$ cat config.mk
export PLATFORM = sky130hd
export DESIGN_NAME = pipeline_ctrl
export DESIGN_NICKNAME = d
export VERILOG_FILES = /design/src/rtl/pipeline_ctrl.sv
export SDC_FILE = /design/constraint.sdc
export NUM_CORES = 1
export LEC_CHECK = 0
export BUFFER_PORTS_ARGS = -buffer_cell sky130_fd_sc_hd__clkbuf_2
export CAP_MARGIN = 20
export CORE_ASPECT_RATIO = 1.5
export CORE_UTILIZATION = 36
export CTS_CLUSTER_DIAMETER = 40
export DETAILED_ROUTE_END_ITERATION = 8
export PLACE_DENSITY_LB_ADDON = 0.1
export SYNTH_ARGS = -nofsm -noshare
export SYNTH_HDL_FRONTEND = slang
export SYNTH_SLANG_ARGS = --single-unit
$ cat constraint.sdc
create_clock -name CLK -period 3.1 [get_ports CLK]
set_clock_uncertainty 0.1 [all_clocks]
set_input_delay 0.31 -clock CLK [delete_from_list [all_inputs] [get_ports CLK]]
set_output_delay 0.31 -clock CLK [all_outputs]
set_load 0.05 [all_outputs]
$ cat src/rtl/pipeline_ctrl.sv
// Hazard and stall controller for a 5-stage pipeline: pipeline-register enables/flushes, halt FSM and stall counter.
// Optional build macro PIPELINE_CTRL_FORWARD_EN: when defined, only load-use hazards stall (forwarding resolves RAW).
module pipeline_ctrl (
  input  logic        CLK,
  input  logic        nRST,
  input  logic        ihit,
  input  logic        dhit,
  input  logic        mem_dREN,
  input  logic        mem_dWEN,
  input  logic        ex_dREN,
  input  logic [4:0]  ex_rt,
  input  logic [4:0]  id_rs,
  input  logic [4:0]  id_rt,
  input  logic        id_usesrt,
  input  logic        ex_RegWEN,
  input  logic        mem_RegWEN,
  input  logic [4:0]  ex_wsel,
  input  logic [4:0]  mem_wsel,
  input  logic        ex_taken,
  input  logic        wb_halt,
  output logic        pc_en,
  output logic        ifid_en,
  output logic        ifid_flush,
  output logic        idex_en,
  output logic        idex_flush,
  output logic        exmem_en,
  output logic        exmem_flush,
  output logic        memwb_en,
  output logic        memwb_flush,
  output logic        halt,
  output logic [31:0] stall_cnt
);

  typedef enum logic {RUN = 1'b0, HALTED = 1'b1} state_t;

  state_t      state_reg, state_next;
  logic [31:0] stall_cnt_reg, stall_cnt_next;
  logic        data_stall, load_use, raw_hazard;

  // Register 0 is hardwired, so a write to or read of it never creates a hazard.
  function automatic logic src_match(input logic [4:0] wreg, input logic [4:0] rs,
                                     input logic [4:0] rt, input logic usesrt);
    return (wreg != 5'd0) && ((wreg == rs) || (usesrt && (wreg == rt)));
  endfunction

  assign data_stall = (mem_dREN | mem_dWEN) & ~dhit;
  assign load_use   = ex_dREN & src_match(ex_rt, id_rs, id_rt, id_usesrt);

`ifdef PIPELINE_CTRL_FORWARD_EN
  logic unused_fwd;
  assign unused_fwd = ^{ex_RegWEN, mem_RegWEN, ex_wsel, mem_wsel};
  assign raw_hazard = 1'b0;
`else
  assign raw_hazard = (ex_RegWEN  & src_match(ex_wsel,  id_rs, id_rt, id_usesrt))
                    | (mem_RegWEN & src_match(mem_wsel, id_rs, id_rt, id_usesrt));
`endif

  always_ff @(posedge CLK or negedge nRST) begin
    if (!nRST) begin
      state_reg     <= RUN;
      stall_cnt_reg <= '0;
    end else begin
      state_reg     <= state_next;
      stall_cnt_reg <= stall_cnt_next;
    end
  end

  always_comb begin
    state_next     = state_reg;
    stall_cnt_next = stall_cnt_reg;
    if (state_reg == RUN) begin
      if (wb_halt)
        state_next = HALTED;
      if (!pc_en && (stall_cnt_reg != 32'hFFFF_FFFF))
        stall_cnt_next = stall_cnt_reg + 32'd1;
    end
  end

  // Stall sources are evaluated in strict priority; the first match wins.
  always_comb begin
    pc_en       = 1'b1;
    ifid_en     = 1'b1;
    ifid_flush  = 1'b0;
    idex_en     = 1'b1;
    idex_flush  = 1'b0;
    exmem_en    = 1'b1;
    exmem_flush = 1'b0;
    memwb_en    = 1'b1;
    memwb_flush = 1'b0;
    case (state_reg)
      HALTED: begin
        pc_en    = 1'b0;
        ifid_en  = 1'b0;
        idex_en  = 1'b0;
        exmem_en = 1'b0;
        memwb_en = 1'b0;
      end
      default: begin
        if (data_stall) begin
          pc_en       = 1'b0;
          ifid_en     = 1'b0;
          idex_en     = 1'b0;
          exmem_en    = 1'b0;
          memwb_flush = 1'b1;
        end else if (ex_taken) begin
          ifid_flush = 1'b1;
          idex_flush = 1'b1;
        end else if (load_use || raw_hazard) begin
          pc_en      = 1'b0;
          ifid_en    = 1'b0;
          idex_flush = 1'b1;
        end else if (!ihit) begin
          pc_en      = 1'b0;
          ifid_flush = 1'b1;
        end
      end
    endcase
  end

  assign halt      = (state_reg == HALTED);
  assign stall_cnt = stall_cnt_reg;

endmodule

==> flow_metrics.env, run 1 <==
export IMPL_synthXorXnorAreaFrac_pct=25.6
export IMPL_critPathKind="in -> out"
export IMPL_synth_distinct_cells=33
export IMPL_grt_use_met3_pct=3.35
export IMPL_cts_sinks=33
export IMPL_syn_avg_cell_area_um2=9.30
export IMPL_yosysWarnings=0
export IMPL_layout_drive_gt1_share_pct=29.8
export IMPL_yosys_cell_count_top_type="xnor2_1"
export IMPL_fill_cells=568
export IMPL_async_reset_ff_share_pct=100
export IMPL_insertion_delay_ns=0.28
export IMPL_grtUsageMet2_pct=35.3
export IMPL_ant_nets=0
export IMPL_ys_top_cells_by_area="dfrtp_1 40%, xnor2_1 18%, xor2_1 8.0%, nand4_1 4.2%, nand3_1 4.1%"
export IMPL_grtUsageTotal_pct=19.2
export IMPL_cts_setup_buffers=0
export IMPL_start_util_pct=37.7
export IMPL_die_h_um=95.2
export IMPL_yosys_area_top_type="dfrtp_1"
export IMPL_use_met1_pct=21.6
export IMPL_synth_seq_area_share_pct=39.6
export IMPL_finalMaxSlewViolations=0
export IMPL_grt_antenna_before_repair=0
export IMPL_syn_instance_count=224
export IMPL_drc=0
export IMPL_syn_nets=262
export IMPL_finalCriticalPeriod_ns=2.70
export IMPL_synth_compound_area_share_pct=4.14
export IMPL_fmax_mhz=370
export IMPL_top_usage_layer="met2"
export IMPL_slowest_delay_ns=0.57
export IMPL_largest_reg_flops=32
export IMPL_cts_tree="done"
export IMPL_area_delta_synth_final_pct=25.6
export IMPL_yosysTopAreaCellShare_pct=39.6
export IMPL_grt_overflow_total=0
export IMPL_hold_viol=0
export IMPL_final_cell_count_no_fill=375
export IMPL_p_leak_nw=1.33
export IMPL_core_area_mm2=0.00553
export IMPL_post_route_period_util_pct=87.2
export IMPL_design_portCount=79
export IMPL_cts_root_buf="clkbuf_8"
export IMPL_cp_common_cell="clkbuf_2"
export IMPL_vias=1909
export IMPL_cts_resized=0
export IMPL_status="complete, no violations"
export IMPL_synth_adder_area_share_pct=0.601
export IMPL_detail_route_wl_per_cell_um=14.8
export IMPL_worstPathRequired_ns=2.69
export IMPL_crit_path_end_kind="output pin"
export IMPL_clock_path_buffers=2
export IMPL_hp_class="in -> async"
export IMPL_hold_ws_ns=0.0182
export IMPL_path_buf_inv=2
export IMPL_routed_wl_um=5540
export IMPL_netlist_area_mm2=0.00208
export IMPL_synthFlopType="dfrtp_1"
export IMPL_synth_top_family_by_area="simple AND/OR/NAND/NOR gates"
export IMPL_hold_buffers=0
export IMPL_rows=33
export IMPL_place_gp_congestion=0.829
export IMPL_fp_dieArea_mm2=0.00610
export IMPL_diodes=0
export IMPL_cts_buffers=5
export IMPL_cp_num_cells=7
export IMPL_h_tree_depth=2
export IMPL_drt_iter0_drc=22
export IMPL_grt_start_max_net_pins=34
export IMPL_clkTransAtPathRegs_ns=0.07
export IMPL_fp_dieW_um=64.1
export IMPL_setup_viol=0
export IMPL_avgViaCountPerCell=5.09
export IMPL_synth_edf_count=0
export IMPL_maxCapViolCount=0
export IMPL_io_buffers=77
export IMPL_synth_common_cells="42 x xnor2_1, 33 x dfrtp_1, 21 x nand2_1, 19 x xor2_1, 17 x nand3_1"
export IMPL_crit_chain="clkbuf_2 -> or4_1 -> o21a_1 -> a222oi_1 -> o21ai_0 -> a21oi_1 -> clkbuf_2"
export IMPL_r2r_cells=8
export IMPL_powerDensity_mw_per_mm2=336
export IMPL_first_pass_iters=4
export IMPL_muxShareOfSynthArea_pct=0.541
export IMPL_ir_drop_uv=310
export IMPL_slowest_stage="or4_1"
export IMPL_dp_cells=367
export IMPL_max_slew_margin_pct=45.2
export IMPL_worst_slew_pin_slew_ns=0.822
export IMPL_synth_seq_cells=33
export IMPL_grt_pass1_wl_um=9000
export IMPL_cp_arrival_ns=2.29
export IMPL_synthSimpleGateAreaFrac_pct=25.9
export IMPL_setup_tns_final_ns=0
export IMPL_grt_pass1_vias=1917
export IMPL_cpLargestDelayFamily="compound AO/OA/AOI/OAI gates"
export IMPL_place_hpwl_um=4140
export IMPL_nNetsFinal=342
export IMPL_worst_path_max_fanout=4
export IMPL_startpoint_type="primary input"
export IMPL_rsz0062_at_grt="false"
## path summary, 6_finish.rpt
path	slack, ns	to	startpoint
worst min-delay path	0.02	stall_cnt[5]	nRST
worst max-delay path	0.40	ifid_flush	ex_wsel[1]
min in group CLK	0.11	halt	wb_halt
max in group asynchronous	2.36	stall_cnt[14]	nRST
worst min register to register	0.39	stall_cnt[20]	stall_cnt[20]
worst max register to register	0.48	stall_cnt[29]	stall_cnt[0]
## cell families after synthesis
kind of cell | count (synthesis)
AND/OR/NAND/NOR | 101
XOR/XNOR | 61
flip-flops | 33
AO/OA/AOI/OAI | 13
buffers and inverters | 13
adder cells (fa/ha/maj) | 1
other | 1
multiplexers | 1
## where the power goes
group	switching [mW]	internal, mW
clock	0.157	0.156
sequential	0.00433	0.434
combinational	0.0727	0.0542
## placed cells by master (no fill, tap or decap), types with 4 or more instances in the layout
cell type,count
buf_4,4
nand4_1,14
clkbuf_2,77
xnor2_1,42
clkbuf_8,5
nor2_1,11
nand2_1,21
and3_1,9
nor3_1,7
dfrtp_1,33
nor4_1,9
inv_1,5
nand3_1,17
xor2_1,19
## stage by stage
step | worst slack [ns] | power, mW | cell area (um^2) | util [%]
floorplan | 0.0718 | 0.516 | 2080 | -
global placement | 0.432 | 0.575 | 2530 | 45.8
detailed placement | 0.385 | 0.575 | 2530 | 45.8
CTS | 0.377 | 0.892 | 2620 | 47.3
global route | 0.250 | 0.921 | 2620 | 47.3
finish | 0.396 | 0.879 | 2620 | 47.3
## layer usage
layer | part of all wire (%) | routed length, um
met1 | 40 | 2220
met2 | 52 | 2890
met3 | 5.7 | 317
met4 | 1.9 | 106
met5 | 0 | 0
## worst register-to-register path: stages (launching register included)
cell and delay (ns):
dfrtp_1 0.40, ha_1 0.19, and3_1 0.17, and3_1 0.42, nand2_1 0.21, nor2_1 0.23, and2_1 0.48, nor4_1 0.13
xor2_1 0.17
## cell type report
cell class                 instances  area [um^2]  area share (%)
multi-input combinational        178         1190            45.4
sequential                        33          826            31.5
timing repair buffer              81          415            15.9
tap                               70         87.6            3.35
clock buffer                       6         72.6            2.77
inverter                           5         18.8           0.717
clock inverter                     2         10.0           0.382
Power figures use the tool's default switching activity.
==> run 2, diff against run 1 <==
--- a/config.mk
+++ b/config.mk
@@ -10,6 +10,7 @@
 export CORE_ASPECT_RATIO = 1.5
 export CORE_UTILIZATION = 36
 export CTS_CLUSTER_DIAMETER = 40
+export CTS_CLUSTER_SIZE = 12
 export DETAILED_ROUTE_END_ITERATION = 8
 export PLACE_DENSITY_LB_ADDON = 0.1
 export SYNTH_ARGS = -nofsm -noshare
==> constraint.sdc (replaced) <==
create_clock -name CLK -period 3.3 [get_ports CLK]
set_clock_uncertainty 0.1 [all_clocks]
set_input_delay 0.33 -clock CLK [delete_from_list [all_inputs] [get_ports CLK]]
set_output_delay 0.33 -clock CLK [all_outputs]
set_load 0.05 [all_outputs]
==> flow_metrics.env, run 2 (synthesis results as in run 1) <==
export IMPL_finalMaxSlewViolations=0
export IMPL_dp_cells=367
export IMPL_routed_wl_um=5280
export IMPL_fill_cells=571
export IMPL_setup_viol=0
export IMPL_critPathKind="in -> out"
export IMPL_setup_ws_ns=0.553
export IMPL_cp_arrival_ns=2.32
export IMPL_power_mw=0.804
export IMPL_status="complete, no violations"
export IMPL_rsz0062_at_grt="false"
export IMPL_final_area_mm2=0.00261
export IMPL_detail_route_wl_per_cell_um=14.1
export IMPL_layout_drive_gt1_share_pct=29.7
export IMPL_p_leak_nw=1.33
export IMPL_nNetsFinal=342
export IMPL_postPlaceCellArea_mm2=0.00253
export IMPL_diodes=0
export IMPL_hp_class="in -> async"
export IMPL_clock_path_buffers=2
export IMPL_rows=33
export IMPL_cts_tree="done"
export IMPL_multi_input_area_mm2=0.00119
export IMPL_avgViaCountPerCell=5.07
export IMPL_fp_dieArea_mm2=0.00610
export IMPL_grt_antenna_before_repair=0
export IMPL_ant_nets=0
export IMPL_drc=0
export IMPL_first_pass_iters=4
export IMPL_grt_start_max_net_pins=34
export IMPL_layout_commonest_cell="clkbuf_2"
export IMPL_grt_overflow_total=0
export IMPL_clkTransAtPathRegs_ns=0.07
export IMPL_h_tree_depth=2
export IMPL_start_util_pct=37.7
export IMPL_worst_slew_pin_slew_ns=0.825
export IMPL_final_cell_count_no_fill=373
export IMPL_r2r_setup_slack_ns=0.70
export IMPL_drt_iter0_drc=58
export IMPL_worstPathRequired_ns=2.87
export IMPL_hold_buffers=0
export IMPL_area_delta_synth_final_pct=25.2
export IMPL_io_buffers=77
export IMPL_layout_common_cells="77 x clkbuf_2, 42 x xnor2_1, 33 x dfrtp_1"
export IMPL_largest_reg_flops=32
export IMPL_die_h_um=95.2
export IMPL_finalCriticalPeriod_ns=2.75
export IMPL_grtUsageTotal_pct=18.1
export IMPL_place_hpwl_um=4070
export IMPL_vias=1891
export IMPL_cts_setup_buffers=0
export IMPL_maxCapViolCount=0
export IMPL_max_slew_margin_pct=45.0
export IMPL_cts_resized=0
export IMPL_fp_dieW_um=64.1
export IMPL_core_area_mm2=0.00553
export IMPL_hold_viol=0
export IMPL_setup_tns_final_ns=0
export IMPL_crit_path_end_kind="output pin"
export IMPL_startpoint_type="primary input"
export IMPL_preCtsSetupSlack_ns=0.537
export IMPL_cts_buffers=5
export IMPL_regArea_um2=826
export IMPL_place_gp_congestion=0.854
export IMPL_grt_pass1_wl_um=8600
export IMPL_post_route_period_util_pct=83.2
export IMPL_cts_sinks=33
export IMPL_fmax_mhz=364
export IMPL_powerDensity_mw_per_mm2=308
export IMPL_ir_drop_uv=223
export IMPL_design_portCount=79
export IMPL_worst_path_max_fanout=4
export IMPL_insertion_delay_ns=0.27
export IMPL_grt_pass1_vias=1865
export IMPL_cts_root_buf="clkbuf_8"
==> run 2: path summary, 6_finish.rpt <==
check / from / to / cells after the start
worst min register to register: stall_cnt[20] / stall_cnt[20] / 1
worst min-delay path: nRST / stall_cnt[28] / 1
worst max-delay path: ex_rt[1] / ifid_flush / 7
max in group asynchronous: nRST / halt / 1
worst max register to register: stall_cnt[6] / stall_cnt[29] / 7
min in group CLK: wb_halt / halt / 2
==> run 2: cell type report <==
type | count | share of cell area, %
clock buffers | 5 | 2.64
clock inverters | 1 | 0.192
inverters | 5 | 0.719
multi-input cells | 178 | 45.5
flip-flops and latches | 33 | 31.7
well taps | 70 | 3.36
repair buffers | 81 | 15.9
==> run 2: metrics by stage <==
stage          hold slack (ns)  util, %
3_5_place_dp             0.376     45.8
4_1_cts                 0.0759     47.2
2_1_floorplan          -0.0656        -
3_3_place_gp             0.377     45.8
5_1_grt                  0.100     47.2
6_report                0.0400     47.2
==> run 2: worst max-delay path: stages <==
cell and delay [ns]:
clkbuf_2 0.11, or4_1 0.53, o21a_1 0.18, a222oi_1 0.49, o21ai_0 0.22, a21oi_1 0.16, clkbuf_2 0.29
==> run 2: per-layer routing <==
| layer | vias up | track usage [%] | wire length, um |
|---|---|---|---|
| li1 | 941 | - | - |
| met1 | 892 | 20.7 | 2200 |
| met2 | 52 | 34.2 | 2820 |
| met3 | 6 | 3.11 | 200 |
| met4 | 0 | 5.19 | 58 |
| met5 | - | 0 | 0 |
==> run 2: power by group <==
part | switching, mW | internal, mW
sequential | 0.00463 | 0.408
clock | 0.132 | 0.139
combinational | 0.0689 | 0.0511
==> run 3, diff against run 2 <==
--- a/config.mk
+++ b/config.mk
@@ -5,6 +5,7 @@
 export SDC_FILE = /design/constraint.sdc
 export NUM_CORES = 1
 export LEC_CHECK = 0
+export ABC_AREA = 1
 export BUFFER_PORTS_ARGS = -buffer_cell sky130_fd_sc_hd__clkbuf_2
 export CAP_MARGIN = 20
 export CORE_ASPECT_RATIO = 1.5
==> constraint.sdc (replaced) <==
create_clock -name CLK -period 2.3 [get_ports CLK]
set_clock_uncertainty 0.1 [all_clocks]
set_input_delay 0.23 -clock CLK [delete_from_list [all_inputs] [get_ports CLK]]
set_output_delay 0.23 -clock CLK [all_outputs]
set_load 0.05 [all_outputs]
==> flow_metrics.env, run 3 <==
export IMPL_place_hpwl_um=7580
export IMPL_wl_met2_um=5340
export IMPL_post_route_period_util_pct=87.4
export IMPL_postPlaceCellArea_mm2=0.00333
export IMPL_vias=3073
export IMPL_cts_setup_buffers=0
export IMPL_r2r_end="stall_cnt[19]"
export IMPL_min_from="wb_halt"
export IMPL_r2r_cells=11
export IMPL_cts_root_buf="clkbuf_8"
export IMPL_final_area_mm2=0.00342
export IMPL_layout_drive_gt1_share_pct=21.6
export IMPL_place_gp_congestion=0.915
export IMPL_yosys_cell_count_top_type="nand2_1"
export IMPL_synth_seq_area_share_pct=29.7
export IMPL_grt_pass1_vias=3040
export IMPL_grt_overflow_total=0
export IMPL_holdPathEnd="halt"
export IMPL_async_reset_ff_share_pct=100
export IMPL_synthFlopType="dfrtp_1"
export IMPL_ys_top_cells_by_area="dfrtp_1 30%, nand2_1 25%, nand3_1 7.4%, xor2_1 6.9%, nor2_1 5.7%"
export IMPL_grt_pass1_wl_um=14600
export IMPL_layout_common_cells="183 x nand2_1, 77 x clkbuf_2, 41 x nor2_1, 41 x nand3_1, 37 x inv_1"
export IMPL_drc=0
export IMPL_avgViaCountPerCell=4.83
export IMPL_setup_tns_final_ns=0
export IMPL_ir_drop_uv=179
export IMPL_yosys_area_top_type="dfrtp_1"
export IMPL_drt_iter0_drc=102
export IMPL_cts_sinks=33
export IMPL_detail_route_wl_per_cell_um=14.5
export IMPL_layout_commonest_cell="nand2_1"
export IMPL_netlist_area_mm2=0.00278
export IMPL_max_slew_margin_pct=44.4
export IMPL_area_delta_synth_final_pct=23.0
export IMPL_rsz0062_at_grt="false"
export IMPL_clock_path_buffers=2
export IMPL_hold_viol=0
export IMPL_r2r_start="stall_cnt[8]"
export IMPL_p_leak_nw=1.96
export IMPL_grt_start_max_net_pins=34
export IMPL_finalMaxSlewViolations=0
export IMPL_nNetsFinal=573
export IMPL_routed_wl_um=9200
export IMPL_largest_reg_flops=32
export IMPL_syn_instance_count=447
export IMPL_hp_class="in -> reg"
export IMPL_insertion_delay_ns=0.30
export IMPL_r2r_setup_slack_ns=0.29
export IMPL_crit_chain="nand2_1 -> nor2_1 -> nand2_1 -> nor3_2 -> and2_1 -> nand4_1 -> nand2_1 -> inv_2 -> nand2_4 -> nand2_1 -> nand2_1"
export IMPL_worst_slew_pin_slew_ns=0.834
export IMPL_die_h_um=110
export IMPL_cts_tree="done"
export IMPL_critPathKind="reg -> reg"
export IMPL_io_buffers=77
export IMPL_rows=38
export IMPL_fp_dieW_um=73.8
export IMPL_powerDensity_mw_per_mm2=360
export IMPL_top_layer_used="met4"
export IMPL_synth_distinct_cells=29
export IMPL_core_area_mm2=0.00737
export IMPL_synth_edf_count=0
export IMPL_fp_dieArea_mm2=0.00809
export IMPL_hold_depth=2
export IMPL_maxCapViolCount=0
export IMPL_wl_met3_um=291
export IMPL_worst_path_max_fanout=32
export IMPL_yosysWarnings=0
export IMPL_finalCriticalPeriod_ns=2.01
export IMPL_crit_path_end_kind="flip-flop"
export IMPL_synth_seq_cells=33
export IMPL_first_pass_iters=4
export IMPL_h_tree_depth=2
export IMPL_cts_buffers=5
export IMPL_clkTransAtPathRegs_ns=0.07
export IMPL_grtUsageTotal_pct=24.4
export IMPL_start_util_pct=37.7
export IMPL_status="complete, no violations"
export IMPL_fill_cells=834
export IMPL_design_portCount=79
export IMPL_diodes=0
export IMPL_ant_nets=0
export IMPL_syn_nets=485
export IMPL_yosysTopAreaCellShare_pct=29.7
export IMPL_setup_viol=0
export IMPL_slowest_stage="dfrtp_1"
export IMPL_wl_met1_um=3200
export IMPL_grt_antenna_before_repair=0
export IMPL_startpoint_type="flip-flop"
export IMPL_fmax_mhz=497
export IMPL_worstPathRequired_ns=2.43
export IMPL_cp_arrival_ns=2.14
export IMPL_syn_avg_cell_area_um2=6.22
export IMPL_cp_common_cell="nand2_1"
export IMPL_synth_common_cells="183 x nand2_1, 42 x nor2_1, 41 x nand3_1, 37 x inv_1, 33 x dfrtp_1"
export IMPL_slowest_delay_ns=0.45
run 3: cell types whose count changed in the layout (fill, tap and decap cells not counted), sizes merged, moves of 9 or more:
cell	previous run	this run
nand2	21	184
inv	5	46
nor2	11	43
xnor2	42	12
nand3	17	44
nor3	7	21
buf	4	15
and3	9	0
run 3: logic make-up after synthesis:
group           after synthesis  share of synthesized area, %
fa+ha+maj                     1                         0.450
xor+xnor                     34                          10.7
simple gates                314                          48.6
buf+inv                      58                          9.23
compound gates                6                          1.17
flops                        33                          29.7
other cells                   1                         0.135
run 3: power breakdown:
part	switching, mW	total, mW	internal [mW]
Clock	0.221	0.436	0.215
Sequential	0.00375	0.589	0.585
Combinational	0.135	0.207	0.0718
Total	0.359	1.23	0.872
run 3: area by class of cell:
cell class	count	area, um^2	share of cell area, %
sequential	33	826	24.1
tap	100	125	3.66
inverter	46	173	5.05
timing repair buffer	93	508	14.9
clock buffer	8	80.1	2.34
multi-input combinational	356	1710	50.0
run 3: critical path: cells and delay by family, from the launching register on:
family                 cells  cell delay (ns)
AND/OR/NAND/NOR           10             1.29
buffers and inverters      1             0.08
flip-flops                 1             0.45
run 3: metrics by stage:
stage | total power [mW] | setup WS, ns | instances | util (%) | hold WS (ns)
after floorplan | 0.708 | 0.0252 | 447 | - | -0.166
after detailed placement | 0.807 | 0.294 | 627 | 45.2 | 0.274
after CTS | 1.25 | 0.274 | 636 | 46.4 | 0.0186
after global routing | 1.30 | 0.0851 | 636 | 46.4 | 0.0325
final | 1.23 | 0.290 | 636 | 46.4 | 0.0276
after global placement | 0.807 | 0.277 | 627 | 45.2 | 0.269
run 3: worst max path at each step:
stage | endpoint | slack [ns] | start | depth (start not counted)
finish | stall_cnt[19] | 0.29 | stall_cnt[8] | 11
global placement | stall_cnt[26] | 0.28 | stall_cnt[8] | 8
global route | stall_cnt[18] | 0.09 | stall_cnt[9] | 11
floorplan | stall_cnt[2] | 0.03 | stall_cnt[1] | 12
CTS | stall_cnt[19] | 0.27 | stall_cnt[8] | 11
detailed placement | stall_cnt[31] | 0.29 | stall_cnt[8] | 11
run 3: repair_timing:
action	in CTS	in global routing
endpoints found under the hold margin	33	0
gates resized for setup	0	0
hold buffers	1	0
run 3: metal layers:
layer / vias to the layer above / global-route usage [%]
met4: 0 / 12.9
met1: 1396 / 21.7
li1: 1582 / -
met3: 19 / 3.02
met5: - / 0
met2: 76 / 50.4
